$ cat config.mk
export PLATFORM = sky130hd
export DESIGN_NAME = vm2_irq_arbiter
export DESIGN_NICKNAME = d
export VERILOG_FILES = /design/src/rtl/vm2_irq_arbiter_pkg.sv /design/src/rtl/irq_prio_enc.sv /design/src/rtl/vm2_irq_arbiter.sv
export SDC_FILE = /design/constraint.sdc
export NUM_CORES = 1
export LEC_CHECK = 0
export CAP_MARGIN = 20
export CORE_MARGIN = 2
export CORE_UTILIZATION = 41
export DETAILED_ROUTE_END_ITERATION = 8
export HOLD_SLACK_MARGIN = 0.08
export PLACE_DENSITY = 0.74
export SETUP_SLACK_MARGIN = 0.02
export SYNTH_ARGS = -nofsm -noshare
export SYNTH_HDL_FRONTEND = slang
export SYNTH_SLANG_ARGS = --single-unit
$ cat constraint.sdc
create_clock -name wb_clk_i -period 1.7 [get_ports wb_clk_i]
set_input_delay 0.255 -clock wb_clk_i [delete_from_list [all_inputs] [get_ports wb_clk_i]]
set_output_delay 0.255 -clock wb_clk_i [all_outputs]
set_load 0.02 [all_outputs]
$ cat src/rtl/vm2_irq_arbiter_pkg.sv
// vm2_irq_arbiter_pkg: shared state encoding, default spurious vector and index-width helper
package vm2_irq_arbiter_pkg;
  typedef enum logic {IDLE = 1'b0, ACK = 1'b1} state_t;
  localparam logic [15:0] SPUR_DEFAULT = 16'o000000;
  function automatic int idx_w(input int n);
    return n > 1 ? $clog2(n) : 1;
  endfunction
endpackage

$ cat src/rtl/irq_prio_enc.sv
// irq_prio_enc: fixed-priority encoder, lowest set index wins
module irq_prio_enc import vm2_irq_arbiter_pkg::*; #(
  parameter int N = 8,
  localparam int W = idx_w(N)
) (
  input  logic [N-1:0] pending,
  output logic [W-1:0] idx,
  output logic         valid
);
  always_comb begin
    idx = '0;
    for (int i = N - 1; i >= 0; i--) idx = pending[i] ? i[W-1:0] : idx;
  end
  assign valid = |pending;
endmodule

$ cat src/rtl/vm2_irq_arbiter.sv
// vm2_irq_arbiter: vectored interrupt arbiter driving the VM2 virq/ivec/iack handshake
module vm2_irq_arbiter import vm2_irq_arbiter_pkg::*; #(
  parameter int            N       = 8,
  parameter logic [16*N-1:0] VECTORS = '0,
  parameter logic [15:0]   SPUR    = SPUR_DEFAULT
) (
  input  logic         wb_clk_i,
  input  logic         wb_rst_i,
  input  logic [N-1:0] irq_req,
  output logic [N-1:0] irq_ack,
  output logic         virq,
  output logic [15:0]  ivec,
  input  logic         istb,
  output logic         iack
);
  localparam int W = idx_w(N);
  state_t       state;
  logic [N-1:0] served, pending, win_hot;
  logic [W-1:0] win;
  logic         valid;
  assign pending = irq_req & ~served;
  assign win_hot = N'(1) << win;
  irq_prio_enc #(.N(N)) u_enc (.pending(pending), .idx(win), .valid(valid));
  always_ff @(posedge wb_clk_i) begin
    if (wb_rst_i) begin
      state   <= IDLE;
      virq    <= 1'b0;
      iack    <= 1'b0;
      ivec    <= '0;
      irq_ack <= '0;
      served  <= '0;
    end else begin
      served  <= served & irq_req;
      irq_ack <= '0;
      if (state == IDLE) begin
        virq <= |pending;
        if (istb) begin
          ivec    <= valid ? VECTORS[16*win +: 16] : SPUR;
          irq_ack <= valid ? win_hot : '0;
          served  <= (served & irq_req) | (valid ? win_hot : '0);
          iack    <= 1'b1;
          virq    <= 1'b0;
          state   <= ACK;
        end
      end else begin
        virq <= 1'b0;
        if (!istb) begin
          iack  <= 1'b0;
          ivec  <= '0;
          state <= IDLE;
        end
      end
    end
  end
endmodule

[After elaboration in Yosys (flattened, before gate mapping)]
Index checks and enable logic that the tools add are counted.
W data, S select, Z words.
Cells by class
  equal/unequal tests: 1
  shift operators: 2
  multiplexer cells: 19
  bitwise gates (word level): 5
  reduce and logical (&&, ||, !) cells: 5
Operators by type and width (number)
  $shiftx A128 B8 Y16 const A: 1
  $mux W16: 4
  $mux W3: 8
  $mux W8: 3
  $and A8 B8 Y8: 2
  $not A8 Y8: 1
  $or A8 B8 Y8: 1
  $reduce_or A8 Y1: 1
  $shl A1 B3 Y8 const A: 1
  $reduce_or A3 Y1: 2
  $mux W1: 4
  $ne A2 B2 Y1 const B: 1
  $reduce_and A2 Y1: 1
  $reduce_bool A2 Y1: 1
  $not A1 Y1: 1
Word-level totals
  flip-flop bits (word level): 35
  input port bits: 11
  output and inout bits: 26
  word-level logic and storage cells: 38

[Longest topological paths before layout]
  word-level depth: 15
  depth in mapped cells: 4
  mapped depth without buffers: 4

[Cells and area by module]
A second synthesis with hierarchy kept.
Unflattened totals
  cells, all modules: 97
  area total of the unflattened synthesis: 862.1 um2
Modules (own cells, without submodules)
  vm2_irq_arbiter: instances 1, cells an instance 84, area each 780.7 um2, seq. area each 380.4 um2
  irq_prio_enc: instances 1, cells an instance 13, area each 81.3 um2, seq. area each 0.0 um2

[Worst setup path after synthesis]
OpenSTA, ideal clock, no wires.
  path kind: flip-flop to flip-flop
  start point: register served[1]
  end point: register served[5]
  setup time: 0.066 ns
  arrival: 1.192 ns
  data required time: 1.634 ns
  setup slack: 0.442 ns
  stages on the path, launching flop included: 5
  path buffers: 0
  clock period less this slack: 1.258 ns
  cells stage by stage: dfxtp_1 nand2b_1 nand4_1 or4_4 a21boi_2
On the way
  word-level cells in the longest chain between the ends: 9
  elaborated cells between the ends (all ways): 10
  those cells by class: shift: 1; mux: 5; bitwise: 3; reduce/logical: 1
RTL lines
  start: declaration: RTL line vm2_irq_arbiter.sv:18  | logic [N-1:0] served, pending, win_hot;
  start signal: assignment: RTL line vm2_irq_arbiter.sv:33  | served <= served & irq_req;
  start signal: assignment: RTL line vm2_irq_arbiter.sv:40  | served <= (served & irq_req) | (valid ? win_hot : '0);
  $not A8 Y8 *: RTL line vm2_irq_arbiter.sv:21  | assign pending = irq_req & ~served;
  $and A8 B8 Y8 *: RTL line vm2_irq_arbiter.sv:21
  $mux W3 (2 in series): RTL line irq_prio_enc.sv:12  | for (int i = N - 1; i >= 0; i--) idx = pending[i] ? i[W-1:0] : idx;
  $shl A1 B3 Y8: RTL line vm2_irq_arbiter.sv:22  | assign win_hot = N'(1) << win;
  $mux W8 *: RTL line vm2_irq_arbiter.sv:40
  $or A8 B8 Y8 *: RTL line vm2_irq_arbiter.sv:40
  $mux W8 *: RTL line vm2_irq_arbiter.sv:37  | if (istb) begin
  $mux W8 *: RTL line vm2_irq_arbiter.sv:35  | if (state == IDLE) begin
Every way passes the cells marked *; elsewhere a longest branch is shown, timed or not.
A chain may end at the register's enable or synchronous reset.

[Worst setup path in the final report]
  start point: input irq_req[0]
  end point: register served[6]
On the way
  word-level cells in the longest chain between the ends: 7
  elaborated cells between the ends (all ways): 8
  those cells by class: shift: 1; mux: 4; bitwise: 2; reduce/logical: 1
RTL lines
  start: declaration: RTL line vm2_irq_arbiter.sv:9  | input logic [N-1:0] irq_req,
  $and A8 B8 Y8 *: RTL line vm2_irq_arbiter.sv:21
  $mux W3: RTL line irq_prio_enc.sv:12
  $shl A1 B3 Y8: RTL line vm2_irq_arbiter.sv:22
  $mux W8 *: RTL line vm2_irq_arbiter.sv:40
  $or A8 B8 Y8 *: RTL line vm2_irq_arbiter.sv:40
  $mux W8 *: RTL line vm2_irq_arbiter.sv:37
  $mux W8 *: RTL line vm2_irq_arbiter.sv:35
Marked as above.

==> impl_metrics.tcl <==
set metrics [dict create \
    status "complete, no violations" \
    critPathKind "input pin to flip-flop" \
    ys_async_sr_fraction 0 \
    crit_path_max_incr_delay_ns 0.44 \
    power_density_nw_per_um2 723 \
    grt_use_total 0.126 \
    cp.buffers_inverters 1 \
    peakVddDrop_mv 0.268 \
    path_delay_family "simple AND/OR/NAND/NOR gates" \
    setup_ws_ns 0.209 \
    crit_path_cell_trace "clkdlybuf4s50_1, nor2b_1, nor4_2, nand4b_1, o22ai_1" \
    r2r-start "served[1]" \
    synth-warning-count 0 \
    pre_cts_ws_ns -0.0469 \
    die_w_um 50.9 \
    wl_met2_um 743 \
    worstHoldEndpoint "iack" \
    p_seq_frac 0.553 \
    fillCellCount 183 \
    synth_cell_types 32 \
    hold_viol_final 0 \
    r2r_setup_slack_ns 0.32 \
    diodes 0 \
    drv_slew 0 \
    leakage_nw 0.461 \
    vias 704 \
    power_mw 0.832 \
    max_freq_ghz 0.671 \
    clk_path_buf_depth 2 \
    grt_antenna_before_repair 0 \
    dr.max_layer_used "met4" \
    ys_seq_area_frac 0.421 \
    multi_input_area_um2 452 \
    dp_cells 149 \
    globalplace.congestion 0.804 \
    reg2reg_to "served[5]" \
    synth_area_um2 903 \
    io_pins 37 \
    hold_start "iack" \
    cts_hold_buf 0 \
    first_global_vias 612 \
    synth.avg_cell_area_um2 9.31 \
    seqCellArea_um2 380 \
    clk-insertion-delay-late_ns 0.29 \
    holdPathStages 2 \
    ys_ff_latch 19 \
    path_clk_slew_ns 0.11 \
    cp.arrival_ns 1.71 \
    dp_hpwl_mm 1.24 \
    grt_pass1_wl_mm 2.46 \
    cp-end-kind "flip-flop" \
    port_buffers 20 \
    synthCells 97 \
    rsz0062_at_grt "false" \
    overflow 0 \
    dieHeight_um 50.9 \
    p_sw_frac 0.268 \
    cts_tree "built" \
    routed_wl_mm 1.54 \
    cts_made_buffers 3 \
    cp.required_ns 1.92 \
    avgRoutedWirePerCell_um 10.1 \
    synth_edf_count 0 \
    mostFrequentLayoutCells "clkdlybuf4s50_1, dfxtp_1, conb_1, nor2b_1, buf_4" \
    core_area_um2 2020 \
    drcViolationCount 0 \
    syn_to_final_growth_pct 27.3 \
    finalCritPeriodShare 0.877 \
    post_cts_resized 0 \
    dr.pass1.iters 4 \
    min_period_ns 1.49 \
    final_common_cell "clkdlybuf4s50_1" \
    initial_core_util 0.447 \
    wl_met3_um 80 \
    tns_ns 0 \
    finalNonFillerCells 153 \
    cts.sinks 19 \
    fin_worst_skew_ns 0.00768 \
    critical_path_peak_fanout 4 \
    finalSetupViolCount 0 \
    rows 16 \
    cts_root_buf "clkbuf_4" \
    viasPerCell 4.60 \
    layout-drive-gt1-share 0.151 \
    clkPwrFrac 0.262 \
    hp-class "flip-flop to flip-flop" \
    h-tree-depth 1 \
    combPwrFrac 0.185 \
    m1WireLength_um 680 \
    ant_nets 0 \
    postCtsSetupBuffers 0 \
    nets 138 \
    grt_max_degree 12 \
    p_int_mw 0.609 \
    start_kind "input pin" \
    die_area_um2 2590 \
    power.switching_mw 0.223 \
    rr_worst_depth 4 \
    cp_slowest_cell "clkdlybuf4s50_1" \
    ys.flop_type "dfxtp_1" \
    drv_cap 0 \
    drt-initial-drc-count 12 \
]
layout make-up:
cell class	instances	area share
inverter	1	0.00326
clock buffer	3	0.0196
clock inverter	1	0.00435
multi-input combinational	75	0.393
sequential	19	0.331
timing repair buffer	27	0.220
tap	27	0.0294
cells by family (layout without fill, tap and decap cells):
| group | count (synthesis) | count (layout) | share of synthesized area |
|---|---|---|---|
| AOI/OAI and AO/OA | 11 | 11 | 0.0845 |
| buffers and inverters | 18 | 32 | 0.141 |
| DFF | 19 | 19 | 0.421 |
| muxes | 3 | 3 | 0.0332 |
| other | 1 | 16 | 0.00415 |
| and+or+nand+nor | 45 | 45 | 0.316 |
tightest hold or removal path, stage by stage, from the launching register on:
cell,delay [ns]
dfxtp_1,0.32
o21ai_0,0.07
a21oi_1,0.06
through the flow:
step	area [um^2]	utilization	hold WS (ns)
after CTS	1150	0.569	0.489
after global routing	1150	0.569	0.522
after detailed placement	1120	0.555	0.472
final	1150	0.569	0.486
after floorplan	960	-	0.326
after global placement	1120	0.555	0.459
layer usage:
layer  track usage  vias to the layer above
met2         0.216                       28
met5             0                        -
li1              -                      352
met4        0.0811                        0
met1         0.139                      320
met3        0.0263                        4
worst max-delay path by stage:
| stage | startpoint | end | slack [ns] | cells after the start |
|---|---|---|---|---|
| 6_report | irq_req[0] | served[6] | 0.21 | 5 |
| 5_1_grt | irq_req[0] | served[6] | 0.12 | 5 |
| 4_1_cts | iack | iack | 0.22 | 1 |
| 3_5_place_dp | irq_req[0] | served[6] | -0.05 | 5 |
| 3_3_place_gp | istb | served[5] | -0.005 | 5 |
| 2_1_floorplan | served[1] | served[5] | 0.44 | 4 |
registers in the layout, summed over array words and instances (netlist names):
name     count
irq_ack      8
virq         1
served       8
iack         1
state        1
power groups by stage:
stage / logic [mW] / registers [mW] / clock network (mW)
4_1_cts: 0.153 / 0.460 / 0.224
3_5_place_dp: 0.152 / 0.470 / 0
3_3_place_gp: 0.149 / 0.470 / 0
6_report: 0.154 / 0.460 / 0.218
2_1_floorplan: 0.110 / 0.477 / 0
5_1_grt: 0.165 / 0.462 / 0.252
Yosys cell counts (2+ instances only):
cell	number	area share
nand2b_1	6	0.042
o22ai_1	2	0.014
dfxtp_1	19	0.42
buf_4	16	0.13
o21ai_0	2	0.011
nor2_1	6	0.025
nor3_1	2	0.011
and2_1	4	0.028
mux2i_1	3	0.033
nor2b_1	9	0.062
nor4_2	2	0.028
nand2_1	6	0.025
(Power assumes the default switching activity.)
